==> src/rtl/l2_snoop_agent.sv <==
// L2-side agent for the L1 data cache: queues L1 bus messages and completes them after a modelled
// L2 latency, and independently drives invalidate / data-request snoops into the L1.
module l2_snoop_agent #(
    parameter int ADDR_W      = 32,
    parameter int OFFSET_BITS = 6,
    parameter int L2_LAT      = 4,
    parameter int FIFO_DEPTH  = 4,
    parameter int CNT_W       = 32
) (
    input  logic              clk,
    input  logic              rst_n,
    input  logic              l1_msg_valid,
    output logic              l1_msg_ready,
    input  logic [1:0]        l1_msg_type,
    input  logic [ADDR_W-1:0] l1_msg_addr,
    output logic              l1_rsp_valid,
    input  logic              l1_rsp_ready,
    output logic [1:0]        l1_rsp_type,
    output logic [ADDR_W-1:0] l1_rsp_addr,
    input  logic              snp_req_valid,
    output logic              snp_req_ready,
    input  logic              snp_req_cmd,
    input  logic [ADDR_W-1:0] snp_req_addr,
    output logic              l1_cmd_valid,
    output logic [3:0]        l1_cmd,
    output logic [ADDR_W-1:0] l1_cmd_addr,
    input  logic              l1_cmd_ack,
    input  logic              l1_cmd_hitm,
    output logic              snp_done,
    output logic              snp_hitm,
    output logic [CNT_W-1:0]  cnt_read,
    output logic [CNT_W-1:0]  cnt_write,
    output logic [CNT_W-1:0]  cnt_rfo,
    output logic [CNT_W-1:0]  cnt_evict,
    output logic [CNT_W-1:0]  cnt_snoop
);

    // Handshake rule on every port: a transfer happens on the rising edge where valid and ready are
    // both high; valid, once raised, is held with stable payload until that edge (or the ack edge).

    localparam int PTR_W  = (FIFO_DEPTH < 2) ? 1 : $clog2(FIFO_DEPTH);
    localparam int QCNT_W = PTR_W + 1;
    localparam int TMR_W  = (L2_LAT < 2) ? 1 : $clog2(L2_LAT + 1);

    localparam logic [1:0] MSG_READ  = 2'd0;
    localparam logic [1:0] MSG_WRITE = 2'd1;
    localparam logic [1:0] MSG_RFO   = 2'd2;
    localparam logic [1:0] MSG_EVICT = 2'd3;

    localparam logic [3:0] CMD_L2_INVAL   = 4'd3;
    localparam logic [3:0] CMD_L2_DATA_RQ = 4'd4;

    localparam logic [ADDR_W-1:0] OFF_MASK = ADDR_W'((64'd1 << OFFSET_BITS) - 64'd1);

    typedef enum logic [1:0] {SVC_IDLE, SVC_BUSY, SVC_RESP} svc_state_t;
    typedef enum logic [1:0] {S_IDLE, S_ISSUE, S_WAIT_WB} snp_state_t;

    function automatic logic [CNT_W-1:0] sat_inc(input logic [CNT_W-1:0] v);
        return (&v) ? v : v + CNT_W'(1);
    endfunction

    // ------------------------------------------------------------------ message queue
    logic [1:0]        q_type [FIFO_DEPTH];
    logic [ADDR_W-1:0] q_addr [FIFO_DEPTH];
    logic [PTR_W-1:0]  wr_ptr, rd_ptr;
    logic [QCNT_W-1:0] q_count;
    logic              q_full, q_empty, push, pop;

    svc_state_t svc_state, svc_next;

    assign q_full       = (q_count == QCNT_W'(FIFO_DEPTH));
    assign q_empty      = (q_count == '0);
    assign l1_msg_ready = !q_full;
    assign push         = l1_msg_valid && !q_full;
    assign pop          = (svc_state == SVC_IDLE) && !q_empty;

    always_ff @(posedge clk or negedge rst_n) begin
        if (!rst_n) begin
            wr_ptr  <= '0;
            rd_ptr  <= '0;
            q_count <= '0;
        end else begin
            if (push) wr_ptr <= wr_ptr + PTR_W'(1);
            if (pop)  rd_ptr <= rd_ptr + PTR_W'(1);
            if (push && !pop)      q_count <= q_count + QCNT_W'(1);
            else if (!push && pop) q_count <= q_count - QCNT_W'(1);
        end
    end

    // Payload storage needs no reset: occupancy alone decides what is valid.
    always_ff @(posedge clk) begin
        if (push) begin
            q_type[wr_ptr] <= l1_msg_type;
            q_addr[wr_ptr] <= l1_msg_addr & ~OFF_MASK;
        end
    end

    // ------------------------------------------------------------------ service FSM
    logic [TMR_W-1:0]  timer;
    logic [1:0]        rsp_type_q;
    logic [ADDR_W-1:0] rsp_addr_q;

    always_ff @(posedge clk or negedge rst_n) begin
        if (!rst_n) begin
            svc_state  <= SVC_IDLE;
            timer      <= '0;
            rsp_type_q <= '0;
            rsp_addr_q <= '0;
        end else begin
            svc_state <= svc_next;
            if (pop) begin
                timer      <= (q_type[rd_ptr] == MSG_READ || q_type[rd_ptr] == MSG_RFO)
                              ? TMR_W'(L2_LAT) : TMR_W'(1);
                rsp_type_q <= q_type[rd_ptr];
                rsp_addr_q <= q_addr[rd_ptr];
            end else if (svc_state == SVC_BUSY && timer != TMR_W'(1)) begin
                timer <= timer - TMR_W'(1);
            end
        end
    end

    always_comb begin
        svc_next     = svc_state;
        l1_rsp_valid = 1'b0;
        case (svc_state)
            SVC_IDLE: if (!q_empty) svc_next = SVC_BUSY;
            SVC_BUSY: if (timer == TMR_W'(1)) svc_next = SVC_RESP;
            SVC_RESP: begin
                l1_rsp_valid = 1'b1;
                if (l1_rsp_ready) svc_next = SVC_IDLE;
            end
            default:  svc_next = SVC_IDLE;
        endcase
    end

    assign l1_rsp_type = rsp_type_q;
    assign l1_rsp_addr = rsp_addr_q;

    // ------------------------------------------------------------------ snoop FSM
    snp_state_t        snp_state, snp_next;
    logic              snp_cmd_q;
    logic [ADDR_W-1:0] snp_addr_q;
    logic              wb_match;

    // Only a WRITE accepted while already waiting counts as the writeback; one landing on the
    // ack cycle is queued as an ordinary write.
    assign wb_match = push && (l1_msg_type == MSG_WRITE) &&
                      ((l1_msg_addr & ~OFF_MASK) == snp_addr_q);

    always_ff @(posedge clk or negedge rst_n) begin
        if (!rst_n) begin
            snp_state  <= S_IDLE;
            snp_cmd_q  <= 1'b0;
            snp_addr_q <= '0;
        end else begin
            snp_state <= snp_next;
            if (snp_state == S_IDLE && snp_req_valid) begin
                snp_cmd_q  <= snp_req_cmd;
                snp_addr_q <= snp_req_addr & ~OFF_MASK;
            end
        end
    end

    always_comb begin
        snp_next      = snp_state;
        snp_req_ready = 1'b0;
        l1_cmd_valid  = 1'b0;
        l1_cmd        = 4'd0;
        snp_done      = 1'b0;
        snp_hitm      = 1'b0;
        case (snp_state)
            S_IDLE: begin
                snp_req_ready = 1'b1;
                if (snp_req_valid) snp_next = S_ISSUE;
            end
            S_ISSUE: begin
                l1_cmd_valid = 1'b1;
                l1_cmd       = snp_cmd_q ? CMD_L2_DATA_RQ : CMD_L2_INVAL;
                if (l1_cmd_ack) begin
                    if (l1_cmd_hitm) begin
                        snp_next = S_WAIT_WB;
                    end else begin
                        snp_done = 1'b1;
                        snp_next = S_IDLE;
                    end
                end
            end
            S_WAIT_WB: begin
                if (wb_match) begin
                    snp_done = 1'b1;
                    snp_hitm = 1'b1;
                    snp_next = S_IDLE;
                end
            end
            default: snp_next = S_IDLE;
        endcase
    end

    assign l1_cmd_addr = snp_addr_q;

    // ------------------------------------------------------------------ statistics
    always_ff @(posedge clk or negedge rst_n) begin
        if (!rst_n) begin
            cnt_read  <= '0;
            cnt_write <= '0;
            cnt_rfo   <= '0;
            cnt_evict <= '0;
            cnt_snoop <= '0;
        end else begin
            if (push && l1_msg_type == MSG_READ)  cnt_read  <= sat_inc(cnt_read);
            if (push && l1_msg_type == MSG_WRITE) cnt_write <= sat_inc(cnt_write);
            if (push && l1_msg_type == MSG_RFO)   cnt_rfo   <= sat_inc(cnt_rfo);
            if (push && l1_msg_type == MSG_EVICT) cnt_evict <= sat_inc(cnt_evict);
            if (snp_done)                         cnt_snoop <= sat_inc(cnt_snoop);
        end
    end

endmodule
==> config.mk <==
export PLATFORM = sky130hd
export DESIGN_NAME = l2_snoop_agent
export DESIGN_NICKNAME = d
export VERILOG_FILES = /design/src/rtl/l2_snoop_agent.sv
export SDC_FILE = /design/constraint.sdc
export NUM_CORES = 1
export LEC_CHECK = 0
export BUFFER_PORTS_ARGS = -buffer_cell sky130_fd_sc_hd__buf_2
export CAP_MARGIN = 10
export CORE_UTILIZATION = 30
export DETAILED_ROUTE_END_ITERATION = 7
export PLACE_DENSITY_LB_ADDON = 0.15
export SLEW_MARGIN = 20
export SYNTH_ARGS = -nofsm -noshare
export SYNTH_HDL_FRONTEND = slang
export SYNTH_SLANG_ARGS = --single-unit
==> constraint.sdc <==
create_clock -name clk -period 2.6 [get_ports clk]
set_input_delay 0.52 -clock clk [delete_from_list [all_inputs] [get_ports clk]]
set_output_delay 0.52 -clock clk [all_outputs]
set_load 0.02 [all_outputs]
==> results of run 1 <==
worst reg2reg max path: stages, from the launching register on:
cell	delay [ns]
dfrtp_1	0.39
or3b_4	0.42
nand4b_4	0.11
buf_12	0.13
nor4_4	0.04
nand3_2	0.10
nand2_2	0.06
buf_4	0.14
buf_6	0.10
buf_4	0.12
buf_4	0.12
buf_4	0.12
buf_4	0.12
buf_4	0.12
buf_4	0.13
nand4_1	0.10
mux2_4	0.30
state kept, by name, indices dropped and copies added (netlist names):
register / flops
cnt_write: 32
wr_ptr: 2
cnt_rfo: 32
rd_ptr: 2
timer: 3
cnt_snoop: 32
snp_cmd_q: 1
cnt_evict: 32
q_type: 8
l1_rsp_type: 2
q_count: 3
q_addr: 104
l1_cmd_addr: 26
l1_rsp_addr: 26
snp_state: 2
cnt_read: 32
svc_state: 2
per-stage QoR:
stage,std cells,power (mW)
5_1_grt,2096,19.2
4_1_cts,2089,18.5
3_3_place_gp,2002,12.8
6_report,2098,18.2
3_5_place_dp,2002,12.8
2_1_floorplan,1084,10.8
path summary, 6_finish.rpt:
| kind | slack (ns) | endpoint | from | cells past startpoint |
|---|---|---|---|---|
| max | -0.20 | snp_done | l1_cmd_addr[7] | 8 |
| min | 0.20 | l1_cmd_addr[23] | snp_req_addr[23] | 2 |
| max reg2reg | -0.13 | cnt_snoop[20] | q_count[1] | 16 |
| min reg2reg | 0.48 | cnt_read[14] | cnt_read[14] | 1 |
| max in group asynchronous | 1.35 | cnt_read[2] | rst_n | 3 |
| min in group asynchronous | 0.56 | cnt_snoop[4] | rst_n | 2 |
where the power goes:
group	leakage, nW	total (mW)	internal (mW)	switching (mW)
Combinational	3.78	5.29	2.41	2.87
Clock	0.640	5.46	3.19	2.28
Sequential	4.02	7.45	6.68	0.768
Total	8.43	18.2	12.3	5.92
cells in the final DEF (no fill, tap or decap), types with 11 or more instances in the layout:
cell,count
nand4_1,58
nand3_1,60
conb_1,13
xnor2_1,138
mux4_2,28
clkbuf_1,12
inv_1,26
buf_2,281
nor2_1,34
mux2_2,57
buf_4,51
xor2_1,40
edfxtp_1,112
and3_1,31
dfrtp_1,227
and4_1,12
nand2_1,78
nor3_1,23
clkbuf_16,42
buf_12,11
ha_1,15
final cells by class:
| type | instances | area [um^2] |
|---|---|---|
| fillers | 4687 | 29200 |
| flip-flops and latches | 341 | 9100 |
| multi-input cells | 686 | 5460 |
| repair buffers | 349 | 2080 |
| clock buffers | 61 | 1190 |
| well taps | 615 | 769 |
| inverters | 27 | 104 |
| clock inverters | 16 | 93.8 |
| diodes | 3 | 7.51 |
metal layers:
layer | share of wire, % | routed length [um] | up-vias
li1 | - | - | 4609
met1 | 45 | 16500 | 4881
met2 | 48 | 17500 | 192
met3 | 5.5 | 2040 | 60
met4 | 2.0 | 755 | 6
met5 | 0.12 | 45 | -
logic make-up (layout without fill, tap and decap cells):
family / after synthesis / after routing / synth area share [%]
fa+ha+maj: 16 / 16 / 1.41
buf+inv: 57 / 453 / 1.94
mux: 90 / 90 / 9.03
flops: 341 / 341 / 61.9
compound gates: 24 / 24 / 1.13
simple gates: 359 / 359 / 13.6
other cells: 1 / 16 / 0.0255
xor+xnor: 184 / 184 / 11.0
timing repair:
item,CTS,global route
cloned,0,0
resized for setup,16,7
endpoints found under the hold margin,56,0
setup endpoints to repair,2,9
buffers inserted,9,6
hold buffers,1,0
pin swaps,6,5
==> results_dict.tcl, run 1 <==
set metrics [dict create \
    status "finished, violations left" \
    violations "setup timing" \
    cts_sinks 341 \
    port_buffers 284 \
    die-area_mm2 0.0499 \
    yosysTopAreaCell "dfrtp_1" \
    postRouteAntennaNets 0 \
    fin_hold_ws_ns 0.197 \
    ir_worst_vdd_mv 0.558 \
    clock-root-buffer "clkbuf_16" \
    yosysUniqueCellTypes 57 \
    slew_headroom_pct 41.2 \
    io_pins 310 \
    grt_max_degree 67 \
    grt-ovfl-total 0 \
    syn2layout_area_growth_pct 28.0 \
    clock_path_buffers 3 \
    grt_pass1_wl_um 57500 \
    ctsHtreeMaxLevel 2 \
    use_met2_pct 23.9 \
    min_period_ns 2.80 \
    synth_flop_cell "dfrtp_1" \
    min_path_type "in2reg" \
    use_met1_pct 19.3 \
    drc 0 \
    fin_tns_setup_ns -0.479 \
    cts_tree "yes" \
    timing.critical_path.to_type "output pin" \
    fin_area_mm2 0.0188 \
    antenna_found_initial 7 \
    finalCritPeriodShare_pct 108 \
    cts_inserted_buffers 42 \
    drtPass1Iterations 4 \
    skew_ns 0.0142 \
    setup_ws_ns -0.198 \
    insertion_delay_ns 0.55 \
    gp_congestion 0.755 \
    avgSynthCellArea_um2 13.7 \
    vias_per_cell 4.65 \
    fmax_ghz 0.357 \
    grt_pass1_vias 9831 \
    drtIter0Drc 416 \
    routed-via-count 9748 \
    netlist_area_mm2 0.0147 \
    cts.reportedPaths.clkPinSlew_ns 0.05 \
    setup_viol 4 \
    synth_top_area_share_pct 39.0 \
    fin_nets 1537 \
    maxCapViolations 0 \
    synthArstFlopShare_pct 67.2 \
    preCtsSetupSlack_ns -0.126 \
    path_buf_inv 2 \
    ys_ff_latch 341 \
    required_ns 2.08 \
    path_max_fanout 2 \
    crit_type "reg2out" \
    start_kind "flip-flop" \
    synth_edf_count 112 \
    die_x_um 223 \
    routedWlPerCell_um 17.6 \
    start_util_pct 30.6 \
    slowest_delay_ns 0.42 \
    yosysMostFrequentCell "dfrtp_1" \
    cp_data_arrival_time_ns 2.28 \
    grt.busiest_layer "met2" \
    powerDensity_mw_per_mm2 968 \
    fp-row-count 80 \
    synth_common_cells "229 x dfrtp_1, 144 x xnor2_1, 112 x edfxtp_1" \
    critPathTopFamily "simple AND/OR/NAND/NOR gates" \
    leakagePower_nw 8.43 \
    grtUsageMet3_pct 4.27 \
    slew_viol_final 0 \
    synth_area_leaders "dfrtp_1 39%, edfxtp_1 23%, xnor2_1 8.6%" \
    die_h_um 223 \
    yosysWarnings 0 \
    hold_viol 0 \
    path_cells "xnor2_2 -> buf_4 -> nand4_1 -> nor4_4 -> nand3_2 -> nand2_2 -> and2_4 -> buf_6" \
    worstMarginPinSlew_ns 0.882 \
    dp_hpwl_um 25700 \
    rsz0062_at_grt "true" \
    drive_above_1_share_pct 35.9 \
    placed_cell_area_mm2 0.0173 \
    core_mm2 0.0480 \
    utilization_pct 39.1 \
    synth_cells 1072 \
    slowest_stage "dfrtp_1" \
    grt_use_total_pct 14.8 \
    routed_wl_um 36900 \
    yosysSeqAreaShare_pct 61.9 \
]
(Power assumes the default switching activity.)
==> inputs of run 2 (changes only) <==
clock period = 3 ns   (was 2.6 ns; I/O delays follow)
==> run 2 against run 1 <==
Effect of this change: critical path type unchanged; worst setup slack gained 0.33 ns; critical endpoint unchanged; the flow now finishes without violations; via count is 1.5% lower; die area unchanged; highest routed layer unchanged; combinational power fell by 16%; worst hold slack got worse by 0.18 ns.
==> results_dict.tcl, run 2 (same netlist as run 1, synthesis figures left out) <==
set metrics [dict create \
    fp-row-count 80 \
    slowest_stage "dfrtp_1" \
    grt_max_degree 73 \
    max_flop_register "q_addr" \
    io_pins 310 \
    die-area_mm2 0.0499 \
    ff_latch_area_mm2 0.00910 \
    port_buffers 284 \
    min_period_ns 2.87 \
    status "completed" \
    worstReg2RegEnd "cnt_rfo[9]" \
    start_util_pct 30.6 \
    stdcell_count 2069 \
    drtIter0Drc 421 \
    gp_congestion 0.770 \
    finalCritPeriodShare_pct 95.6 \
    routed-via-count 9600 \
    cp_data_arrival_time_ns 2.27 \
    rrSetupSlack_ns 0.52 \
    postRouteAntennaNets 0 \
    vias_per_cell 4.64 \
    syn2layout_area_growth_pct 26.9 \
    startpoint "l1_cmd_addr[14]" \
    core_mm2 0.0480 \
    cts_inserted_buffers 42 \
    path_buf_inv 2 \
    critPathTopFamily "simple AND/OR/NAND/NOR gates" \
    slew_viol_final 0 \
    required_ns 2.40 \
    hold_viol 0 \
    fillers 4749 \
    cts_sinks 341 \
    fin_hold_ws_ns 0.0216 \
    ir_worst_vdd_mv 0.465 \
    cp.depth 8 \
    final_cell_mix "281 x buf_2, 227 x dfrtp_1, 140 x xnor2_1" \
    setup_viol 0 \
    fmax_ghz 0.349 \
    fin_tns_setup_ns 0 \
    setup_ws_ns 0.132 \
    worstMarginPinSlew_ns 0.890 \
    drtPass1Iterations 4 \
    min_path_type "in2async" \
    drive_above_1_share_pct 34.5 \
    path_max_fanout 3 \
    grt_pass1_vias 9644 \
    grt_use_total_pct 14.7 \
    maxCapViolations 0 \
    path_cells "xnor2_1 -> nand4_1 -> nor4_2 -> buf_4 -> nand3_2 -> nand2_2 -> and2_4 -> buf_4" \
    fin_nets 1509 \
    clock_path_buffers 3 \
    die_x_um 223 \
    layout_commonest_cell "buf_2" \
    cts.reportedPaths.clkPinSlew_ns 0.06 \
    timing.critical_path.to_type "output pin" \
    routed_wl_um 36300 \
    antenna_found_initial 5 \
    skew_ns 0.0215 \
    ctsHtreeMaxLevel 2 \
    drc 0 \
    slowest_delay_ns 0.44 \
    leakagePower_nw 8.31 \
    slew_headroom_pct 40.6 \
    clock-root-buffer "clkbuf_16" \
    start_kind "flip-flop" \
    utilization_pct 38.8 \
    reg2reg_from "q_count[0]" \
    rsz0062_at_grt "false" \
    routedWlPerCell_um 17.5 \
    insertion_delay_ns 0.56 \
    grt-ovfl-total 0 \
    multi_input_area_mm2 0.00543 \
    post-place-cells 1985 \
    powerDensity_mw_per_mm2 869 \
    cts_tree "yes" \
    reg2reg_depth 7 \
    preCtsSetupSlack_ns 0.0597 \
    cp-endpoint "snp_done" \
    crit_type "reg2out" \
    grt_pass1_wl_um 56900 \
    crit_path_frequent_cell "buf_4" \
    die_h_um 223 \
    dp_hpwl_um 25200 \
    largest_reg_flops 104 \
]
[run 2: cell types whose count changed in the layout (fill, tap and decap cells not counted), moves of 2 or more]
| cell | delta |
|---|---|
| buf_4 | -18 |
| clkbuf_16 | +2 |
| buf_12 | -5 |
| bufinv_16 | +6 |
| clkinv_2 | -4 |
| buf_6 | -4 |
| xnor2_1 | +2 |
| clkbuf_8 | -3 |
| xnor2_2 | -2 |
| diode_2 | -2 |
| inv_6 | -2 |
[run 2: worst register-to-register path, stage by stage (launching register included)]
cell and delay (ns):
dfrtp_1 0.43, or3b_1 0.22, buf_4 0.18, and2_1 0.27
nand3b_1 0.17, a21oi_1 0.72, nand4_1 0.21, xnor2_1 0.16
[run 2: power breakdown]
part	internal, mW	total [mW]	switching, mW
clock network	3.32	5.33	2.01
registers	5.79	6.45	0.668
logic	1.99	4.43	2.44
[run 2: how the worst min path moves through the flow]
stage / end / slack [ns] / cells after the start
2_1_floorplan: cnt_evict[0] / 0.30 / 0
3_3_place_gp: cnt_snoop[17] / 0.47 / 1
3_5_place_dp: l1_rsp_type[0] / 0.47 / 1
4_1_cts: cnt_snoop[0] / 0.02 / 1
5_1_grt: cnt_snoop[3] / 0.05 / 1
6_report: cnt_snoop[0] / 0.02 / 1
[run 2: area by class of cell]
type	instances	area share, %
diodes	1	0.0134
clock buffers	60	6.44
clock inverters	18	1.42
multi-input cells	686	29.1
flip-flops and latches	341	48.8
inverters	27	0.543
well taps	615	4.13
repair buffers	321	9.59
[run 2: metrics by stage]
step	cell area (um^2)	power, mW
after global routing	18700	17.1
after global placement	17100	11.0
after floorplan	14700	9.37
final	18700	16.2
after detailed placement	17100	11.0
after CTS	18600	16.5
[run 2: repair_timing]
action,CTS,global route
hold buffers,0,0
pin swaps,6,6
setup buffers,2,3
hold endpoints to repair,0,0
setup endpoints to repair,2,2
resized for setup,8,4
[run 2: routing by layer]
layer	up-vias	routed length [um]	track usage, %
li1	4542	-	-
met1	4784	16000	19.2
met2	202	17300	23.5
met3	66	2050	3.86
met4	6	832	5.08
met5	-	45	0
